===== config.mk =====
export PLATFORM = sky130hd
export DESIGN_NAME = timestamp_reader_flat
export DESIGN_NICKNAME = d
export VERILOG_FILES = /design/src/rtl/timestamp_pkg.sv /design/src/rtl/timestamp_reader_if.sv /design/src/rtl/sync_2ff.sv /design/src/rtl/timestamp_reader.sv /design/src/flat_wrapper.sv
export SDC_FILE = /design/constraint.sdc
export NUM_CORES = 1
export LEC_CHECK = 0
export BUFFER_PORTS_ARGS = -buffer_cell sky130_fd_sc_hd__buf_2
export CORE_ASPECT_RATIO = 0.7
export CORE_MARGIN = 4
export CORE_UTILIZATION = 59
export CTS_CLUSTER_DIAMETER = 60
export DETAILED_ROUTE_END_ITERATION = 16
export GPL_TIMING_DRIVEN = 0
export PLACE_DENSITY_LB_ADDON = 0.05
export SYNTH_ARGS = -nofsm -noshare
export SYNTH_HDL_FRONTEND = slang
export SYNTH_SLANG_ARGS = --single-unit

===== constraint.sdc =====
create_clock -name clk_i -period 5.2 [get_ports clk_i]
set_clock_uncertainty 0.05 [all_clocks]
set_input_delay 0.26 -clock clk_i [delete_from_list [all_inputs] [get_ports clk_i]]
set_output_delay 0.26 -clock clk_i [all_outputs]
set_load 0.005 [all_outputs]

===== src/rtl/timestamp_pkg.sv =====
// Shared types and elaboration-time helpers for the timestamp capture reader.
package timestamp_pkg;

    typedef enum logic [2:0] {
        IDLE,
        SETUP,
        SLO,
        SHI,
        HOLD,
        RSTC,
        WCLR
    } state_e;

    // Bits needed to count 0..value-1; never returns 0 so counters always exist.
    function automatic int clog2_min1(input int value);
        int w;
        w = 1;
        while ((1 << w) < value) begin
            w++;
        end
        return w;
    endfunction

endpackage


===== src/rtl/timestamp_reader_if.sv =====
// Valid/ready word stream carrying captured counts out of the reader.
interface timestamp_reader_if #(
    parameter int WIDTH = 4
);
    logic [WIDTH-1:0] data;
    logic             valid;
    logic             ready;

    modport master (output data, output valid, input ready);
    modport slave  (input data, input valid, output ready);
endinterface


===== src/rtl/sync_2ff.sv =====
// Two-flop synchroniser for asynchronous level inputs, resets to 0.
module sync_2ff #(
    parameter int WIDTH = 1
) (
    input  logic             clk_i,
    input  logic             rst_n_i,
    input  logic [WIDTH-1:0] d_i,
    output logic [WIDTH-1:0] q_o
);
    logic [WIDTH-1:0] meta_q;
    logic [WIDTH-1:0] sync_q;

    always_ff @(posedge clk_i or negedge rst_n_i) begin
        if (!rst_n_i) begin
            meta_q <= '0;
            sync_q <= '0;
        end else begin
            meta_q <= d_i;
            sync_q <= meta_q;
        end
    end

    assign q_o = sync_q;
endmodule


===== src/rtl/timestamp_reader.sv =====
// SPI initiator that drains the timestamper capture latch on INT, hands the word
// out on a valid/ready stream, then pulses RSTCAPT until INT drops.
module timestamp_reader
    import timestamp_pkg::*;
#(
    parameter int WIDTH       = 4,
    parameter int SCLK_DIV    = 2,
    parameter int CLR_TIMEOUT = 16
) (
    input  logic                  clk_i,
    input  logic                  rst_n_i,
    input  logic                  enable_i,
    input  logic                  int_i,
    input  logic                  sdo_i,
    output logic                  sclk_o,
    output logic                  ce_n_o,
    output logic                  rstcapt_o,
    timestamp_reader_if.master    out_if
);
    localparam int BIT_W = clog2_min1(WIDTH + 1);
    localparam int MAX_C = (SCLK_DIV > CLR_TIMEOUT) ? SCLK_DIV : CLR_TIMEOUT;
    localparam int CNT_W = clog2_min1(MAX_C);

    localparam logic [CNT_W-1:0] DIV_LAST = CNT_W'(SCLK_DIV - 1);
    localparam logic [CNT_W-1:0] CLR_LAST = CNT_W'(CLR_TIMEOUT - 1);
    localparam logic [BIT_W-1:0] BITS     = BIT_W'(WIDTH);

    state_e            state_q, state_d;
    logic [CNT_W-1:0]  cnt_q, cnt_d;
    logic [BIT_W-1:0]  bit_q, bit_d;
    logic [WIDTH-1:0]  shift_q, shift_d;
    logic [WIDTH-1:0]  data_q, data_d;
    logic              valid_q, valid_d;
    logic              sclk_q, ce_n_q, rstcapt_q;
    logic              int_s;

    sync_2ff #(.WIDTH(1)) u_int_sync (
        .clk_i   (clk_i),
        .rst_n_i (rst_n_i),
        .d_i     (int_i),
        .q_o     (int_s)
    );

    always_comb begin
        state_d = state_q;
        cnt_d   = cnt_q + 1'b1;
        bit_d   = bit_q;
        shift_d = shift_q;
        data_d  = data_q;
        valid_d = valid_q;

        if (valid_q && out_if.ready) begin
            valid_d = 1'b0;
        end

        case (state_q)
            IDLE: begin
                bit_d = '0;
                cnt_d = '0;
                // An unconsumed word holds off the next read; INT just stays high.
                if (int_s && enable_i && !valid_q) begin
                    state_d = SETUP;
                end
            end
            SETUP: begin
                if (cnt_q == DIV_LAST) state_d = SLO;
            end
            SLO: begin
                if (cnt_q == DIV_LAST) begin
                    shift_d = WIDTH'({shift_q, sdo_i});
                    state_d = SHI;
                end
            end
            SHI: begin
                if (cnt_q == DIV_LAST) begin
                    bit_d = bit_q + 1'b1;
                    if (bit_d < BITS) begin
                        state_d = SLO;
                    end else begin
                        state_d = HOLD;
                        data_d  = shift_q;
                        valid_d = 1'b1;
                    end
                end
            end
            HOLD: begin
                if (cnt_q == DIV_LAST) state_d = RSTC;
            end
            RSTC: begin
                if (cnt_q == DIV_LAST) state_d = WCLR;
            end
            WCLR: begin
                if (!int_s) begin
                    state_d = IDLE;
                end else if (cnt_q == CLR_LAST) begin
                    state_d = RSTC;
                end
            end
            default: state_d = IDLE;
        endcase

        if (state_d != state_q) begin
            cnt_d = '0;
        end
    end

    // Pin outputs are registered from the next state so they are glitch-free yet
    // change on the same edge as the state register.
    always_ff @(posedge clk_i or negedge rst_n_i) begin
        if (!rst_n_i) begin
            state_q   <= IDLE;
            cnt_q     <= '0;
            bit_q     <= '0;
            shift_q   <= '0;
            data_q    <= '0;
            valid_q   <= 1'b0;
            sclk_q    <= 1'b0;
            ce_n_q    <= 1'b1;
            rstcapt_q <= 1'b0;
        end else begin
            state_q   <= state_d;
            cnt_q     <= cnt_d;
            bit_q     <= bit_d;
            shift_q   <= shift_d;
            data_q    <= data_d;
            valid_q   <= valid_d;
            sclk_q    <= (state_d == SHI);
            ce_n_q    <= !((state_d == SETUP) || (state_d == SLO) || (state_d == SHI));
            rstcapt_q <= (state_d == RSTC);
        end
    end

    assign sclk_o       = sclk_q;
    assign ce_n_o       = ce_n_q;
    assign rstcapt_o    = rstcapt_q;
    assign out_if.data  = data_q;
    assign out_if.valid = valid_q;
endmodule

===== src/flat_wrapper.sv =====
// flat-port wrapper written by rule: the top's interface ports become plain ports
module timestamp_reader_flat import timestamp_pkg::*;
#(
    parameter int WIDTH       = 4,
    parameter int SCLK_DIV    = 2,
    parameter int CLR_TIMEOUT = 16
)
  (clk_i, rst_n_i, enable_i, int_i, sdo_i, sclk_o, ce_n_o, rstcapt_o, out_if_data, out_if_valid, out_if_ready);
  timestamp_reader_if #(.WIDTH(WIDTH)) out_if_i ();
  input  logic clk_i;
  input  logic rst_n_i;
  input  logic enable_i;
  input  logic int_i;
  input  logic sdo_i;
  output logic sclk_o;
  output logic ce_n_o;
  output logic rstcapt_o;
  output wire logic [$bits(out_if_i.data)-1:0] out_if_data;
  output wire logic [$bits(out_if_i.valid)-1:0] out_if_valid;
  input wire logic [$bits(out_if_i.ready)-1:0] out_if_ready;
  assign out_if_data = out_if_i.data;
  assign out_if_valid = out_if_i.valid;
  assign out_if_i.ready = out_if_ready;
  timestamp_reader #(.WIDTH(WIDTH), .SCLK_DIV(SCLK_DIV), .CLR_TIMEOUT(CLR_TIMEOUT)) u_core (.clk_i(clk_i), .rst_n_i(rst_n_i), .enable_i(enable_i), .int_i(int_i), .sdo_i(sdo_i), .sclk_o(sclk_o), .ce_n_o(ce_n_o), .rstcapt_o(rstcapt_o), .out_if(out_if_i));
endmodule

==> impl_metrics.ini <==
[run_status]
status = completed

[logic_synthesis]
yosysSeqAreaShare_pct = 54.2
synth-edff-count = 0
syn_nets = 100
ys_seq_elements = 24
async_reset_ff_share_pct = 100
ys.warnings.count = 0
netlist_area_mm2 = 0.00111
synth_cell_types = 34
synth.avg_cell_area_um2 = 12.2
synth_ff_type = dfrtp_1
syn_inst = 91

[power_and_ir_drop]
vdd_drop_max_mv = 0.353
p_leak_nw = 0.644
power_density_mw_per_mm2 = 538
power.total_w = 0.000687

[layout]
drive_gt1_share_pct = 31.8
diodes = 0
utilization_pct = 75.8
fillCellCount = 120
final_nets = 120
syn_to_final_growth_pct = 14.8

[routing]
met1_length_um = 880
dr.max_layer_used = met4
wl_met3_um = 83
vias = 732
viasPerCell = 5.59
wl_per_cell_um = 14.3
antenna_left = 0
dr_wl_met2_um = 888
first_pass_iters = 3
drt_iter0_drc = 10
routed_wl_um = 1870
drc = 0

[clocking]
htree_levels = 1
cts_root_buf = clkbuf_4
clock_path_buffers = 2
holdBufCountCts = 2
post_cts_buffers = 0
clk_pin_slew_worst_paths_ns = 0.13
cts_made_buffers = 3
cts.sinks = 24
cts_tree = yes
clk_latency_ns = 0.32
ctsResizeCount = 0

[timing]
period_share_pct = 38.0
tightest_slew_ns = 0.506
grt_setup_unrepaired = no
fin_setup_tns_ns = 0
whs_ns = 0.0690
setup_viol = 0
min_period_ns = 1.97
fmax_mhz = 506
hold_viol_final = 0
drv_slew = 0
slew_headroom_pct = 66.2

[place]
numPortBuffers = 13
dp_hpwl_um = 1380
finalWeightedCongestion = 0.680

[worst_setup_path]
crit_buf_inv = 2
reg2reg_depth = 7
critPathTopFamily = simple AND/OR/NAND/NOR gates
r2r_end = u_core.sclk_o
r2r_slack_ns = 3.23
end_kind = register
critPathMaxFanout = 5
rr_startpoint = u_core.cnt_q[1]
slowest_delay_ns = 0.42
crit_required_ns = 5.38
path_cells = inv_1, ha_1, nor3b_2, o32ai_1, nor4_4, inv_2, and2_1
worst-setup-path-type = reg2reg
critical_path.slowest_cell = dfrtp_1
worstPathArrival_ns = 2.15
start_kind = register

[die]
core_area_mm2 = 0.00168
die_height_um = 44.3
start_util_pct = 66.1
dieArea_mm2 = 0.00265
rows = 12
die_w_um = 59.9
ios = 14

[worst_hold_path]
min_from = out_if_ready
hold_path.class = in2reg
hold_end = u_core.out_if.valid
worstHoldPathCells = 2

[grt]
grt.total_usage_pct = 16.7
grt_pass1_vias = 718
grt_max_degree = 25
grt_overflow_total = 0
grt_pass1_wl_um = 3290
antenna_found_initial = 0

[flow_run]
drv_cap = 0
## layout make-up
class / instances / area [µm²] / share of cell area (%)
Sequential cell: 24 / 602 / 47.2
Multi-Input combinational cell: 59 / 469 / 36.8
Timing Repair Buffer: 15 / 85.1 / 6.67
Clock inverter: 1 / 30.0 / 2.36
Tap cell: 21 / 26.3 / 2.06
Clock buffer: 3 / 22.5 / 1.77
Buffer: 3 / 21.3 / 1.67
Inverter: 5 / 18.8 / 1.47
## registers in the layout, summed over array words and instances (netlist names), 3 cells and up
register,count
u_core.out_if.data,4
u_core.state_q,3
u_core.bit_q,3
u_core.cnt_q,4
u_core.shift_q,4
## per-layer routing
layer	global-route usage, %	vias to the layer above
met2	28.0	11
li1	-	357
met5	0	-
met3	5.83	3
met4	3.98	0
met1	20.8	361
## power breakdown
part | internal [W] | switching [W]
clock network | 0.0000780 | 0.0000568
logic | 0.000130 | 0.000131
registers | 0.000245 | 0.0000455
total | 0.000454 | 0.000233
## worst reg2reg max path, cell delays in order (launching register included)
cell     delay (ns)
dfrtp_1        0.42
inv_1          0.06
ha_1           0.17
nor3b_2        0.41
o32ai_1        0.20
nor4_4         0.34
inv_2          0.08
and2_1         0.16
## placed cells by master (no fill, tap or decap), types with 3 or more instances in the layout
cell type  synthesis  final
a22o_1             4      4
buf_2              2     15
clkbuf_4           0      3
dfrtp_1           23     23
ha_1               3      3
inv_1              4      4
mux2_2             7      7
nand2_1            4      4
nand2b_1           4      4
nand3_1            3      3
nor2_1             9      9
## cell families after synthesis
| family | Yosys count | synth area share, % |
|---|---|---|
| simple gates | 30 | 17.0 |
| fa+ha+maj | 3 | 3.38 |
| compound gates | 13 | 9.46 |
| xor+xnor | 3 | 2.37 |
| flops | 24 | 54.2 |
| mux | 10 | 10.0 |
| buf+inv | 8 | 3.60 |
## cell usage after synthesis (2+ instances only)
cell type,count,area [µm²]
a22o_1,4,35.0
ha_1,3,37.5
nand2_1,4,15.0
buf_2,2,10.0
o21ai_0,2,10.0
mux2_2,7,78.8
dfrtp_1,23,576
xor2_1,2,17.5
nor2_1,9,33.8
nand3_1,3,15.0
inv_1,4,15.0
nand2b_1,4,25.0
and3_1,2,12.5
mux2_1,2,22.5
## worst max-delay path by stage
| stage | from | to | slack (ns) | cells past startpoint |
|---|---|---|---|---|
| floorplan | u_core.cnt_q[0] | u_core.sclk_o | 3.43 | 7 |
| global placement | u_core.cnt_q[0] | u_core.sclk_o | 3.31 | 7 |
| detailed placement | u_core.cnt_q[1] | u_core.sclk_o | 3.26 | 7 |
| CTS | u_core.cnt_q[1] | u_core.sclk_o | 3.24 | 7 |
| global route | u_core.cnt_q[1] | u_core.sclk_o | 3.11 | 7 |
| finish | u_core.cnt_q[1] | u_core.sclk_o | 3.23 | 7 |
## metrics by stage
step           cells  worst slack, ns  cell area [µm²]
3_3_place_gp     125             3.31             1200
3_5_place_dp     125             3.26             1200
4_1_cts          131             3.24             1270
2_1_floorplan     91             3.43             1110
5_1_grt          131             3.11             1270
6_report         131             3.23             1270
Power figures use the tool's default switching activity.
